**src/rtl/demux_dist.sv**
```systemverilog
// demux_dist: routes each accepted input beat to one of 31 output lanes.
// Every lane owns a one-entry holding register (payload + valid bit) that
// is released by that lane's ack. A select of 31 is illegal: the beat is
// accepted, discarded, counted in drop_cnt (saturating) and flagged on err
// for one cycle.
//
// Ports:
//   clk       - clock, all state updates on the rising edge
//   rst_n     - asynchronous active-low reset
//   in_valid  - source presents a beat
//   in_ready  - beat accepted when in_valid & in_ready
//   in_sel    - destination lane 0..30 (31 = illegal, dropped)
//   in_data   - beat payload
//   out_valid - per-lane "holds an unconsumed beat"
//   out_data  - lane k payload at [k*DW +: DW]
//   out_ack   - per-lane consume strobe
//   drop_cnt  - saturating count of dropped beats
//   err       - one-cycle pulse per dropped beat
module demux_dist #(
  parameter int DW = 2
) (
  input  logic            clk,
  input  logic            rst_n,
  input  logic            in_valid,
  output logic            in_ready,
  input  logic [4:0]      in_sel,
  input  logic [DW-1:0]   in_data,
  output logic [30:0]     out_valid,
  output logic [31*DW-1:0] out_data,
  input  logic [30:0]     out_ack,
  output logic [7:0]      drop_cnt,
  output logic            err
);

  localparam int unsigned LANES = 31;

  logic [31:0]   valid_ext;
  logic [31:0]   ack_ext;
  logic [31:0]   sel_onehot;
  logic          accept;
  logic          drop;
  logic [30:0]   load;
  logic [DW-1:0] lane_data [LANES];

  // Pad to 32 entries so in_sel can index directly; entry 31 is never read
  // for readiness because select 31 is always ready.
  assign valid_ext  = {1'b0, out_valid};
  assign ack_ext    = {1'b0, out_ack};
  assign sel_onehot = 32'd1 << in_sel;

  // Readiness depends only on lane state and ack, never on in_valid.
  always_comb begin
    in_ready = 1'b1;
    if (in_sel != 5'd31) begin
      in_ready = ~valid_ext[in_sel] | ack_ext[in_sel];
    end
  end

  assign accept = in_valid & in_ready;
  assign drop   = accept & (in_sel == 5'd31);
  assign load   = sel_onehot[30:0] & {31{accept}};

  // A load in the same cycle as an ack keeps the lane valid (full throughput);
  // acks on empty lanes have no effect because they only clear set bits.
  always_ff @(posedge clk or negedge rst_n) begin
    if (!rst_n) begin
      out_valid <= '0;
    end else begin
      out_valid <= (out_valid & ~out_ack) | load;
    end
  end

  // Payloads are held after an ack; only a new load overwrites them.
  always_ff @(posedge clk or negedge rst_n) begin
    if (!rst_n) begin
      for (int unsigned k = 0; k < LANES; k++) begin
        lane_data[k] <= '0;
      end
    end else begin
      for (int unsigned k = 0; k < LANES; k++) begin
        if (load[k]) begin
          lane_data[k] <= in_data;
        end
      end
    end
  end

  always_comb begin
    out_data = '0;
    for (int unsigned k = 0; k < LANES; k++) begin
      out_data[k*DW +: DW] = lane_data[k];
    end
  end

  always_ff @(posedge clk or negedge rst_n) begin
    if (!rst_n) begin
      drop_cnt <= '0;
      err      <= 1'b0;
    end else begin
      err <= drop;
      if (drop && (drop_cnt != 8'hFF)) begin
        drop_cnt <= drop_cnt + 8'd1;
      end
    end
  end

endmodule

```
**config.mk**
```make
export PLATFORM = sky130hd
export DESIGN_NAME = demux_dist
export DESIGN_NICKNAME = d
export VERILOG_FILES = /design/src/rtl/demux_dist.sv
export SDC_FILE = /design/constraint.sdc
export NUM_CORES = 1
export LEC_CHECK = 0
export CORE_ASPECT_RATIO = 0.7
export CORE_MARGIN = 5
export CORE_UTILIZATION = 35
export DETAILED_ROUTE_END_ITERATION = 10
export PLACE_DENSITY = 0.64
export SYNTH_ARGS = -nofsm -noshare
export SYNTH_HDL_FRONTEND = slang
export SYNTH_SLANG_ARGS = --single-unit
export TNS_END_PERCENT = 1
```
**constraint.sdc**
```tcl
create_clock -name clk -period 3.9 [get_ports clk]
set_input_delay 0.78 -clock clk [delete_from_list [all_inputs] [get_ports clk]]
set_output_delay 0.78 -clock clk [all_outputs]
set_load 0.05 [all_outputs]
```
==> qor.csv <==
metric,value,unit
"Slew Viols, Final",0,
"Data required, critical path",3.12,ns
Synth Area in Compound Gates,2.83,%
initial antenna violation count,0,
Hold WS,0.491,ns
post-synth top area cell,dfrtp_1,
CTS Sinks,102,
post-cts hold buffer count,0,
Tmin final,3.66,ns
Post-synth EDFFs,0,
cts bufs inserted,9,
worst path arrival time,2.88,ns
Critical Path End Type,primary output,
GRT overflow,0,
simple-gate share of the synthesized area,18.4,%
Final #Nets,542,
post-layout total power,3.27,mW
number of max-cap violations,0,
clk buf depth,2,
H-tree depth,3,
Synth Instances,350,
clock skew,0.00673,ns
synth unique cells,42,
HPWL Detailed,9470,um
I/O pin count,144,
#FFs+latches synth,102,
worst-margin pin slew,1.28,ns
Avg Synthesized Cell Area,12.9,um^2
number of global-route vias before repair,3523,
post-synthesis adder-cell area fraction,0.278,%
via/cell ratio,4.76,
DRT iter0 DRCs,77,
Layout Area Growth over Synthesis,43.8,%
Mapped Area,4510,um^2
Ant. Diodes,0,
wire per inst,18.5,um
Setup-failing EPs final,0,
largest family of logic cells by synthesized area,multiplexers,
Routed Antenna Nets,0,
"Async S/R FF share, synth",100,%
Resized Gates After CTS,0,
mux cell area share after synthesis,18.4,%
# rows,34,
Clock transition at path regs,0.07,ns
Slew headroom,14.4,%
worst-path fanout max,15,
"Seq/Total Area, Yosys",56.6,%
Port-buffer cells,143,
Setup TNS,0,ns
Yosys warnings,0,
final hold viol count,0,
post-synthesis xor/xnor area fraction,1.17,%
core region area,12500,um^2
global-route wire length before repair,20000,um
share of cells above drive strength 1,9.90,%
post-synth top area share,56.6,%
unrepaired setup endpoints after global routing,no,
"top cells by area, synth","dfrtp_1, mux2_1, nand2_1",
width of the chip,146,um
Detailed Route WL,12300,um
via count,3177,
top_reg_cell synth,dfrtp_1,
Final period util,93.9,%
GRT Total Usage,16.5,%
routability cong.,0.755,
f_max,0.273,GHz
Remaining DRCs,0,
Initial Util,36.0,%
clk_lat worst skew,0.34,ns
drt first pass iters,4,
post-CTS setup buffers,0,
crit path launch type,primary input,
root buffer cell,clkbuf_16,
Pleak,2.92,nW
chip height,105,um
Peak VDD IR,284,uV
status,"complete, no violations",
"commonest non-fill, non-tap cell in the layout",clkdlybuf4s50_1,
most frequent cells in the layout,"clkdlybuf4s50_1, dfrtp_1, mux2_1",
total nets after synthesis,392,
CTS tree,done,
Die ar.,15300,um^2
min-delay worst type,reg -> reg,
cell area power density,505,nW/um^2
largest net degree at the start of global routing,83,
critical path type,in -> out,
through the flow:
stage               instances  setup slack (ns)  area, um^2  utilization (%)
finish                    667             0.238        6480             51.8
floorplan                 350            0.0762        4510                -
global placement          651             0.266        6160             49.3
global route              667             0.122        6480             51.8
CTS                       667             0.208        6480             51.8
detailed placement        651             0.229        6160             49.3
critical path, stage by stage:
cell	delay, ns
clkdlybuf4s50_1	0.52
buf_4	0.25
mux4_2	0.56
mux2i_1	0.14
nor3b_1	0.07
a311oi_1	0.26
buf_4	0.17
buf_12	0.13
kinds of logic (layout without fill, tap and decap cells):
| family | after synthesis | count (layout) |
|---|---|---|
| XOR/XNOR | 6 | 6 |
| multiplexers | 69 | 69 |
| AO/OA/AOI/OAI | 18 | 18 |
| adder cells (fa/ha/maj) | 1 | 1 |
| AND/OR/NAND/NOR | 133 | 133 |
| buffers and inverters | 21 | 176 |
| flip-flops | 102 | 102 |
power breakdown:
part           switching (mW)  leakage, nW  internal [mW]  total (mW)
logic                   0.676         1.42          0.356        1.03
registers              0.0844         1.34           1.19        1.28
clock network           0.399        0.152          0.565       0.964
total                    1.16         2.92           2.11        3.27
Yosys cell counts (6+ instances only):
cell      number
nand2_1       39
clkbuf_1       7
or2_1          6
inv_1          7
mux2_1        62
dfrtp_1      102
nor2b_1       18
nand2b_1      22
nor2_1        13
final cells by class:
type / count / area [um^2]
Tap cell: 162 / 203
Multi-Input combinational cell: 227 / 1850
Fill cell: 1101 / 6020
Clock inverter: 7 / 97.6
Sequential cell: 102 / 2550
Inverter: 7 / 26.3
Timing Repair Buffer: 153 / 1530
Clock buffer: 9 / 225
state kept, by name (all words and copies together), names as in the netlist:
name / cells
drop_cnt: 8
out_valid: 31
out_data: 62
err: 1
final timing paths:
kind	start	to	slack [ns]	cells after the start
worst min-delay path	out_data[59]$_DFFE_PN0P_	out_data[59]$_DFFE_PN0P_	0.49	1
worst min register to register	out_data[59]$_DFFE_PN0P_	out_data[59]$_DFFE_PN0P_	0.49	1
min in group asynchronous	rst_n	out_data[50]$_DFFE_PN0P_	0.60	1
worst max register to register	out_valid[14]$_DFF_PN0_	out_data[28]$_DFFE_PN0P_	1.82	5
worst max-delay path	in_sel[0]	in_ready	0.24	8
max in group asynchronous	rst_n	out_data[36]$_DFFE_PN0P_	2.39	2
routing by layer:
metal | global-route usage, % | part of all wire, %
met1 | 22.8 | 47
met2 | 25.0 | 45
met3 | 6.14 | 7.0
met4 | 3.93 | 1.1
met5 | 0 | 0
Note: power is estimated with default switching activity, not from simulation.
